### config.mk
export PLATFORM = sky130hd
export DESIGN_NAME = vga_timing_gen_p
export DESIGN_NICKNAME = d
export VERILOG_FILES = /design/src/rtl/vga_timing_gen_p.sv
export SDC_FILE = /design/constraint.sdc
export NUM_CORES = 1
export LEC_CHECK = 0
export BUFFER_PORTS_ARGS = -buffer_cell sky130_fd_sc_hd__buf_2
export CELL_PAD_IN_SITES_DETAIL_PLACEMENT = 1
export CELL_PAD_IN_SITES_GLOBAL_PLACEMENT = 2
export CORE_MARGIN = 4
export CORE_UTILIZATION = 34
export CTS_CLUSTER_DIAMETER = 150
export CTS_CLUSTER_SIZE = 14
export DETAILED_ROUTE_END_ITERATION = 8
export GPL_TIMING_DRIVEN = 0
export PLACE_DENSITY_LB_ADDON = 0.2
export RECOVER_POWER = 50
export SYNTH_ARGS = -nofsm -noshare
export SYNTH_HDL_FRONTEND = slang
export SYNTH_SLANG_ARGS = --single-unit
### constraint.sdc
create_clock -name clk -period 5.2 [get_ports clk]
set_input_delay 0.78 -clock clk [delete_from_list [all_inputs] [get_ports clk]]
set_output_delay 0.78 -clock clk [all_outputs]
set_load 0.005 [all_outputs]
### src/rtl/vga_timing_gen_p.sv
// Parametrised VGA scan engine: raw h/v counters, framebuffer read addresses
// with optional square pixel replication, and a pipeline that delays sync and
// blank by the framebuffer read latency so colour, sync and blank leave aligned.
module vga_timing_gen_p #(
  parameter int   H_DISPLAY  = 640,
  parameter int   H_FRONT    = 16,
  parameter int   H_SYNC     = 96,
  parameter int   H_BACK     = 48,
  parameter int   V_DISPLAY  = 480,
  parameter int   V_FRONT    = 10,
  parameter int   V_SYNC     = 2,
  parameter int   V_BACK     = 33,
  parameter logic HS_POL     = 1'b0,
  parameter logic VS_POL     = 1'b0,
  parameter int   SCALE_LOG2 = 0,
  parameter int   RD_LAT     = 1,
  parameter int   COLOR_W    = 8,
  parameter int   ADDR_W     = 19,
  parameter int   CNT_W      = 10
) (
  input  logic               clk,
  input  logic               rst,
  input  logic               en,
  input  logic [COLOR_W-1:0] R_in,
  input  logic [COLOR_W-1:0] G_in,
  input  logic [COLOR_W-1:0] B_in,
  output logic [ADDR_W-1:0]  oAddress,
  output logic [COLOR_W-1:0] R,
  output logic [COLOR_W-1:0] G,
  output logic [COLOR_W-1:0] B,
  output logic               HS,
  output logic               VS,
  output logic               BLANK_N,
  output logic               VGA_SYNC,
  output logic               VGA_CLK,
  output logic [CNT_W-1:0]   h_pos,
  output logic [CNT_W-1:0]   v_pos,
  output logic               frame_start
);

  localparam int H_TOTAL = H_SYNC + H_BACK + H_DISPLAY + H_FRONT;
  localparam int V_TOTAL = V_SYNC + V_BACK + V_DISPLAY + V_FRONT;

  localparam logic [CNT_W-1:0] CNT_ONE       = CNT_W'(1);
  localparam logic [CNT_W-1:0] H_LAST        = CNT_W'(H_TOTAL - 1);
  localparam logic [CNT_W-1:0] V_LAST        = CNT_W'(V_TOTAL - 1);
  localparam logic [CNT_W-1:0] H_SYNC_END    = CNT_W'(H_SYNC);
  localparam logic [CNT_W-1:0] V_SYNC_END    = CNT_W'(V_SYNC);
  localparam logic [CNT_W-1:0] H_ACT_START   = CNT_W'(H_SYNC + H_BACK);
  localparam logic [CNT_W-1:0] H_ACT_END     = CNT_W'(H_SYNC + H_BACK + H_DISPLAY);
  localparam logic [CNT_W-1:0] H_ACT_LAST    = CNT_W'(H_SYNC + H_BACK + H_DISPLAY - 1);
  localparam logic [CNT_W-1:0] V_ACT_START   = CNT_W'(V_SYNC + V_BACK);
  localparam logic [CNT_W-1:0] V_ACT_END     = CNT_W'(V_SYNC + V_BACK + V_DISPLAY);
  localparam logic [CNT_W-1:0] Y_LAST        = CNT_W'(V_DISPLAY - 1);
  localparam logic [CNT_W-1:0] ROW_MASK      = CNT_W'((1 << SCALE_LOG2) - 1);
  localparam logic [ADDR_W-1:0] FB_W_STEP    = ADDR_W'(H_DISPLAY >> SCALE_LOG2);

  logic               h_active;
  logic               v_active;
  logic               active0;
  logic               hs0;
  logic               vs0;
  logic [CNT_W-1:0]   x_off;
  logic [CNT_W-1:0]   y_off;
  logic [CNT_W-1:0]   x_scaled;
  logic [ADDR_W-1:0]  line_base;
  logic [RD_LAT:0]    active_sr;
  logic [RD_LAT:0]    hs_sr;
  logic [RD_LAT:0]    vs_sr;

  assign VGA_SYNC = 1'b1;
  assign VGA_CLK  = clk;

  // Stage-0 decode of the raw counters: active window, syncs and pixel offsets
  always_comb begin
    h_active    = (h_pos >= H_ACT_START) && (h_pos < H_ACT_END);
    v_active    = (v_pos >= V_ACT_START) && (v_pos < V_ACT_END);
    active0     = h_active && v_active;
    hs0         = (h_pos < H_SYNC_END) ? HS_POL : ~HS_POL;
    vs0         = (v_pos < V_SYNC_END) ? VS_POL : ~VS_POL;
    x_off       = h_pos - H_ACT_START;
    y_off       = v_pos - V_ACT_START;
    x_scaled    = x_off >> SCALE_LOG2;
    frame_start = en && !rst && (h_pos == '0) && (v_pos == '0);
  end

  // Scan counters: h wraps at line end and carries into v, which wraps at frame end
  always_ff @(posedge clk) begin
    if (rst) begin
      h_pos <= '0;
      v_pos <= '0;
    end else if (en) begin
      if (h_pos == H_LAST) begin
        h_pos <= '0;
        v_pos <= (v_pos == V_LAST) ? '0 : v_pos + CNT_ONE;
      end else begin
        h_pos <= h_pos + CNT_ONE;
      end
    end
  end

  // Read address = row base + scaled column; the base steps by one framebuffer
  // row after the last replicated line of each row, and returns to 0 after the
  // last active line so the next frame starts at address 0 without a multiplier
  always_ff @(posedge clk) begin
    if (rst) begin
      oAddress  <= '0;
      line_base <= '0;
    end else if (en && active0) begin
      oAddress <= line_base + ADDR_W'(x_scaled);
      if (h_pos == H_ACT_LAST) begin
        if (y_off == Y_LAST) begin
          line_base <= '0;
        end else if ((y_off & ROW_MASK) == ROW_MASK) begin
          line_base <= line_base + FB_W_STEP;
        end
      end
    end
  end

  // Delay active/sync by the address register plus the RAM latency
  always_ff @(posedge clk) begin
    if (rst) begin
      active_sr <= '0;
      hs_sr     <= {(RD_LAT + 1){~HS_POL}};
      vs_sr     <= {(RD_LAT + 1){~VS_POL}};
    end else if (en) begin
      active_sr <= {active_sr[RD_LAT-1:0], active0};
      hs_sr     <= {hs_sr[RD_LAT-1:0], hs0};
      vs_sr     <= {vs_sr[RD_LAT-1:0], vs0};
    end
  end

  // Output register: colour passes only inside the active window
  always_ff @(posedge clk) begin
    if (rst) begin
      R       <= '0;
      G       <= '0;
      B       <= '0;
      BLANK_N <= 1'b0;
      HS      <= ~HS_POL;
      VS      <= ~VS_POL;
    end else if (en) begin
      BLANK_N <= active_sr[RD_LAT];
      HS      <= hs_sr[RD_LAT];
      VS      <= vs_sr[RD_LAT];
      R       <= active_sr[RD_LAT] ? R_in : '0;
      G       <= active_sr[RD_LAT] ? G_in : '0;
      B       <= active_sr[RD_LAT] ? B_in : '0;
    end
  end

endmodule

* Word level (Yosys, flattened, before mapping)
Cells that the tools add are included.
Widths: inputs -> output; s select.
** Storage, ports and cells
- Input bits :: 27
- Output and inout port bits :: 69
- Memory bits (read-only) :: 0
- RAM bits :: 0
- Bits in registers :: 91
- Bits in latches :: 0
- Memories :: 0
- Word-level logic and storage cells :: 49
** Cells by class
- Bitwise operators :: 0
- Equality and inequality tests :: 4
- Reduce and logical (&&, ||, !) cells :: 12
- Divide/modulo/power cells :: 0
- Multiplexer cells :: 8
- $lt $le $gt $ge :: 6
- Add/subtract/negate cells :: 6
- $mul :: 0
- Shift-type cells :: 0
** Operators with widths (count)
- $eq 10x10->1 const B :: 3
- $mux 8 :: 3
- $add 10x1->10 const B :: 2
- $logic_not 10->1 :: 2
- $lt 10x10->1 const B :: 2
- $mux 10 :: 2
- $add 19x10->19 :: 1
- $add 19x10->19 const B :: 1
- $mux 19 :: 1
- $eq 10x9->1 const B :: 1
- $ge 10x6->1 const B :: 1
- $ge 10x8->1 const B :: 1
- $lt 10x2->1 const B :: 1
- $lt 10x7->1 const B :: 1
- $sub 10x6->10 const B :: 1
- $sub 10x8->10 const B :: 1
- $logic_and 1x1->1 :: 7
- $reduce_and 2->1 :: 2
- $mux 1 :: 2
- $logic_not 1->1 :: 1

* Depth between registers and ports, before layout
Gate-level depths: netlist of the first run.
- Depth in word-level cells :: 5
- Mapped depth :: 11
- Mapped depth without buffers :: 11

==> flow_summary.ini, run 1 <==
[outcome]
run_status = completed

[synthesis]
synthesis.nets = 524
ys_seq_area_share_pct = 39.9
async_flop_share_pct = 0
synth-main-ff-cell = dfxtp_1
synthCells = 482
synth-seq-cells = 84
synth_edf_count = 0
syn_area_mm2 = 0.00421
syn_avg_cell_area_um2 = 8.74
synth_warnings = 0
synth_cell_types = 61

[global_route]
antenna_found_initial = 0
grt_pass1_vias = 4028
grtUsageTotal_pct = 17.3
grt_start_max_net_pins = 16
grt_pass1_wl_um = 19700
grt_overflow = 0

[timing]
drv_slew = 0
relSlewSlack_pct = 51.7
worst_pin_slew_ns = 0.717
setup_slack_ns = 1.35
tns_ns = 0
rsz0062_at_grt = no
finClkSkew_ns = 0.00675
finalHoldViolCount = 0
setup_viol = 0

[final_layout]
fillers = 1475
fin_util_pct = 43.4
nNetsFinal = 632
syn_to_final_growth_pct = 24.2
num_antenna_cells = 0
postLayoutCellArea_mm2 = 0.00523
layout-drive-gt1-share_pct = 19.3

[clock_tree]
worstSkewPairLatency_ns = 0.46
cts_resized = 0
cts.clk_slew.worst_paths_ns = 0.07
cts_tree = done
cts_hold_buf = 0
cts_setup_buffers = 0

[power]
ir_worst_vdd_mv = 0.147
power_leakage_nw = 2.01
power_per_cell_area_mw_per_mm2 = 289
finalPower_mw = 1.51

[placed_design]
portBuffers = 94
dpl-instance-area_mm2 = 0.00489
post-place-ws_ns = 1.61
hpwl_um = 8750
place_congestion = 0.774

[setup_path]
arrival_ns = 3.07
cp.required_ns = 4.42
crit_type = clock port to primary output
worstSetupStartpointType = clock port
worst_setup_path_end_kind = primary output
reg2reg_depth = 11
cp_max_fo = 2

[detailed_routing]
post_drt_wl_per_cell_um = 15.3
wl_um = 11700
dr_total_vias = 3880
via_per_inst = 5.09
firstDrtPassIters = 4
post-route-drc-count = 0
route.antenna.remaining_nets = 0
drtIter0Drc = 119

[floorplan]
fp.dieH_um = 119
start_util_pct = 34.9
die-area_mm2 = 0.0142
core_area_mm2 = 0.0121
io_pins = 96
fp-row-count = 40
fp.dieW_um = 119

[run]
maxCapViolations = 0

[hold_path]
hp-class = register to register
hold-path-cell-count = 1
## cell families (layout without fill, tap and decap cells)
kind of cell / count (synthesis) / in the layout / share of synthesized area, %
AND/OR/NAND/NOR: 157 / 157 / 19.3
AO/OA/AOI/OAI: 127 / 127 / 21.1
flip-flops: 84 / 84 / 39.9
buffers and inverters: 56 / 169 / 6.21
XOR/XNOR: 37 / 37 / 7.87
adder cells (fa/ha/maj): 15 / 15 / 4.45
multiplexers: 4 / 4 / 0.950
other: 2 / 2 / 0.178
## metrics by stage
stage,hold slack [ns],instances
CTS,0.471,763
global placement,0.444,744
global route,0.484,763
finish,0.467,763
detailed placement,0.455,744
floorplan,0.431,482
## layout by cell type, fill, tap and decap left out, types with 16 or more instances in the layout
master / Yosys / final
inv_1: 16 / 16
nand3_1: 21 / 21
o21ai_0: 23 / 23
a21oi_1: 32 / 32
buf_2: 11 / 69
dfxtp_1: 84 / 84
xnor2_1: 25 / 25
a22oi_1: 25 / 25
nor2_1: 63 / 63
clkbuf_1: 17 / 54
## synth_stat cells (3+ instances only)
| library cell | number | share of area [%] |
|---|---|---|
| a211o_1 | 7 | 1.5 |
| a211oi_1 | 11 | 2.0 |
| a21oi_1 | 32 | 3.8 |
| a22oi_1 | 25 | 4.5 |
| a31oi_1 | 8 | 1.2 |
| and2_1 | 4 | 0.59 |
| and4_1 | 4 | 0.83 |
| buf_1 | 4 | 0.36 |
| buf_2 | 11 | 1.3 |
| buf_4 | 6 | 1.1 |
| clkbuf_1 | 17 | 1.5 |
| dfxtp_1 | 84 | 40 |
| ha_1 | 15 | 4.5 |
| inv_1 | 16 | 1.4 |
| mux2i_1 | 4 | 0.95 |
| nand2_1 | 13 | 1.2 |
| nand3_1 | 21 | 2.5 |
| nand4_1 | 9 | 1.3 |
| nor2_1 | 63 | 5.6 |
| nor2b_1 | 6 | 0.89 |
| nor3_1 | 7 | 0.83 |
| nor4_1 | 3 | 0.45 |
| o21ai_0 | 23 | 2.7 |
| or2_2 | 4 | 0.59 |
| or3_1 | 8 | 1.2 |
| xnor2_1 | 25 | 5.2 |
| xor2_1 | 11 | 2.3 |
## area by class of cell
| class | instances | area, µm² | share of cell area, % |
|---|---|---|---|
| clock inverter | 6 | 68.8 | 1.32 |
| tap | 168 | 210 | 4.02 |
| clock buffer | 14 | 319 | 6.10 |
| buffer | 40 | 201 | 3.85 |
| timing repair buffer | 93 | 420 | 8.03 |
| sequential | 84 | 1680 | 32.1 |
| inverter | 16 | 60.1 | 1.15 |
| multi-input combinational | 342 | 2270 | 43.4 |
## path summary, 6_finish.rpt
kind                    startpoint  slack (ns)                        end
max                            clk        1.35                    VGA_CLK
min reg2reg  vs_sr[1]$_SDFFE_PP1P_        0.47            VS$_SDFFE_PP1P_
min          vs_sr[1]$_SDFFE_PP1P_        0.47            VS$_SDFFE_PP1P_
max reg2reg  h_pos[4]$_SDFFE_PP0P_        2.12  oAddress[12]$_SDFFE_PP0P_
## flip-flops by register name, summed over array words and instances, names as in the netlist, 2 cells and up
signal and count:
vs_sr 2, G 8, active_sr 2, hs_sr 2, v_pos 10, R 8, line_base 12, oAddress 19
h_pos 10, B 8
## power breakdown
group          leakage, nW  internal [mW]  switching (mW)  total (mW)
logic                 1.13         0.0220          0.0322      0.0543
clock network        0.196          0.502           0.303       0.805
registers            0.678          0.648         0.00477       0.653
total                 2.01           1.17           0.340        1.51
## layer usage
metal  vias up  GRT usage, %  part of all wire [%]
met3        16          5.65                   4.9
met2        77          28.3                    48
met1      1865          20.3                    45
li1       1922             -                     -
met4         0          8.52                   2.4
met5         -             0                     0
## critical path: stages
cell	delay, ns
clkbuf_16	0.12
clkbuf_16	0.13
buf_4	0.11
buf_2	0.12
(Power assumes the default switching activity.)
==> run 2, diff against run 1 <==
CORE_UTILIZATION = 29   (was 34)
clock period = 3.4 ns   (was 5.2 ns; I/O delays follow)
==> run 2 against run 1 <==
  * Non-clock buffer count did not move
  * Critical endpoint is now oAddress[18]$_SDFFE_PP0P_
  * Via count fell by 0.15%
  * Clock skew fell by 0.00087 ns
  * Final cell count rose by 1.6%
  * Die area rose by 16%
  * Combinational power rose by 54%
  * Clock-buffer cell count rose by 1
  * Global-route usage fell by 1.5 points
  * First-iteration DRC count fell by 16%
==> flow_summary.ini, run 2 (synthesis results as in run 1) <==
[final_layout]
top_register = oAddress
nNetsFinal = 632
regArea_mm2 = 0.00168
fin_util_pct = 37.5
syn_to_final_growth_pct = 24.9
multi_input_area_mm2 = 0.00227
final_common_cell = dfxtp_1
top_regs = oAddress x19, line_base x12
fillers = 1702
final_cell_mix = 84 x dfxtp_1, 68 x buf_2, 63 x nor2_1, 56 x clkbuf_1, 32 x a21oi_1
num_antenna_cells = 0
largest_register_ffs = 19
layout-drive-gt1-share_pct = 19.0

[floorplan]
io_pins = 96
fp.dieH_um = 129
fp-row-count = 43
start_util_pct = 30.0
fp.dieW_um = 129
die-area_mm2 = 0.0165
core_area_mm2 = 0.0140

[setup_path]
cp_slowest_stage_delay_ns = 0.39
crit_type = register to register
slowest_stage = dfxtp_1
crit_chain = inv_1 > ha_1 > inv_1 > o21ai_0 > xor2_1 > ha_1 > and2_0 > o21ai_1 > a311oi_1 > xnor2_1 > a211oi_1
r2r_slack_ns = 0.54
cp.required_ns = 3.78
cp_max_fo = 7
arrival_ns = 3.24
worst_setup_path_end_kind = register
worstSetupStartpointType = register

[detailed_routing]
route.antenna.remaining_nets = 0
post-route-drc-count = 0
dr_total_vias = 3874
wl_um = 12300
via_per_inst = 5.00
post_drt_wl_per_cell_um = 15.8
firstDrtPassIters = 4
drtIter0Drc = 100

[hold_path]
hp-class = input pin to register

[power]
finalPower_mw = 2.38
ir_worst_vdd_mv = 0.200
power_per_cell_area_mw_per_mm2 = 452
power_leakage_nw = 2.00

[global_route]
antenna_found_initial = 0
grt_pass1_wl_um = 20500
grt_overflow = 0
grt_start_max_net_pins = 15
grtUsageTotal_pct = 15.8
grt_pass1_vias = 4127

[timing]
finalHoldViolCount = 0
tns_ns = 0
relSlewSlack_pct = 61.2
rsz0062_at_grt = no
worst_pin_slew_ns = 0.582
drv_slew = 0
min_period_ns = 2.86
finClkSkew_ns = 0.00587
setup_viol = 0
holdWs_ns = 0.279
fin_crit_sh_pct = 84.0
max_freq_ghz = 0.350

[placed_design]
place_congestion = 0.750
portBuffers = 94
hpwl_um = 9210

[outcome]
run_status = completed

[clock_tree]
worstSkewPairLatency_ns = 0.46
cts.clk_slew.worst_paths_ns = 0.06
cts_setup_buffers = 0
cts_resized = 0
cts_tree = done
cts_hold_buf = 0

[run]
maxCapViolations = 0
-- run 2: changes by cell type in the layout (fill, tap and decap cells not counted), sizes merged --
cell      previous run  this run
bufinv               1         2
inv                 19        17
clkbuf              67        69
buf                 80        79
clkinv               1         0
clkinvlp             1         2
-- run 2: critical path, delay by kind of cell, from the launching register on --
kind | cells | cell delay, ns
AND/OR/NAND/NOR | 1 | 0.17
flip-flops | 1 | 0.39
AO/OA/AOI/OAI | 4 | 1.11
XOR/XNOR | 2 | 0.35
adder cells (fa/ha/maj) | 2 | 0.54
buffers and inverters | 2 | 0.20
-- run 2: cell type report --
| type | instances | area share, % |
|---|---|---|
| buffer | 40 | 3.83 |
| sequential | 84 | 31.9 |
| timing repair buffer | 93 | 7.96 |
| clock inverter | 5 | 1.59 |
| tap | 180 | 4.28 |
| multi-input combinational | 342 | 43.1 |
| inverter | 16 | 1.14 |
| clock buffer | 15 | 6.13 |
-- run 2: final timing paths --
kind / from / end / cells past startpoint
worst max-delay path: h_pos[4]$_SDFFE_PP0P_ / oAddress[18]$_SDFFE_PP0P_ / 11
worst min-delay path: R_in[5] / R[5]$_SDFFE_PP0P_ / 3
worst max register to register: h_pos[4]$_SDFFE_PP0P_ / oAddress[18]$_SDFFE_PP0P_ / 11
worst min register to register: vs_sr[1]$_SDFFE_PP1P_ / VS$_SDFFE_PP1P_ / 1
-- run 2: stage by stage --
| stage | setup WS [ns] | area (µm²) | std cells |
|---|---|---|---|
| 4_1_cts | 0.307 | 5310 | 775 |
| 5_1_grt | 0.214 | 5270 | 775 |
| 3_5_place_dp | 0.322 | 4910 | 756 |
| 6_report | 0.543 | 5270 | 775 |
| 2_1_floorplan | 0.833 | 4210 | 482 |
| 3_3_place_gp | 0.366 | 4910 | 756 |
-- run 2: layer usage --
metal | vias up | wire (µm) | global-route usage [%]
li1 | 1926 | - | -
met1 | 1846 | 5260 | 17.9
met2 | 80 | 6020 | 26.7
met3 | 22 | 653 | 4.36
met4 | 0 | 340 | 8.96
met5 | - | 0 | 0
-- run 2: power breakdown --
group	internal, mW	switching (mW)	total [mW]
clock network	0.839	0.459	1.30
logic	0.0337	0.0501	0.0838
registers	0.991	0.00709	0.998
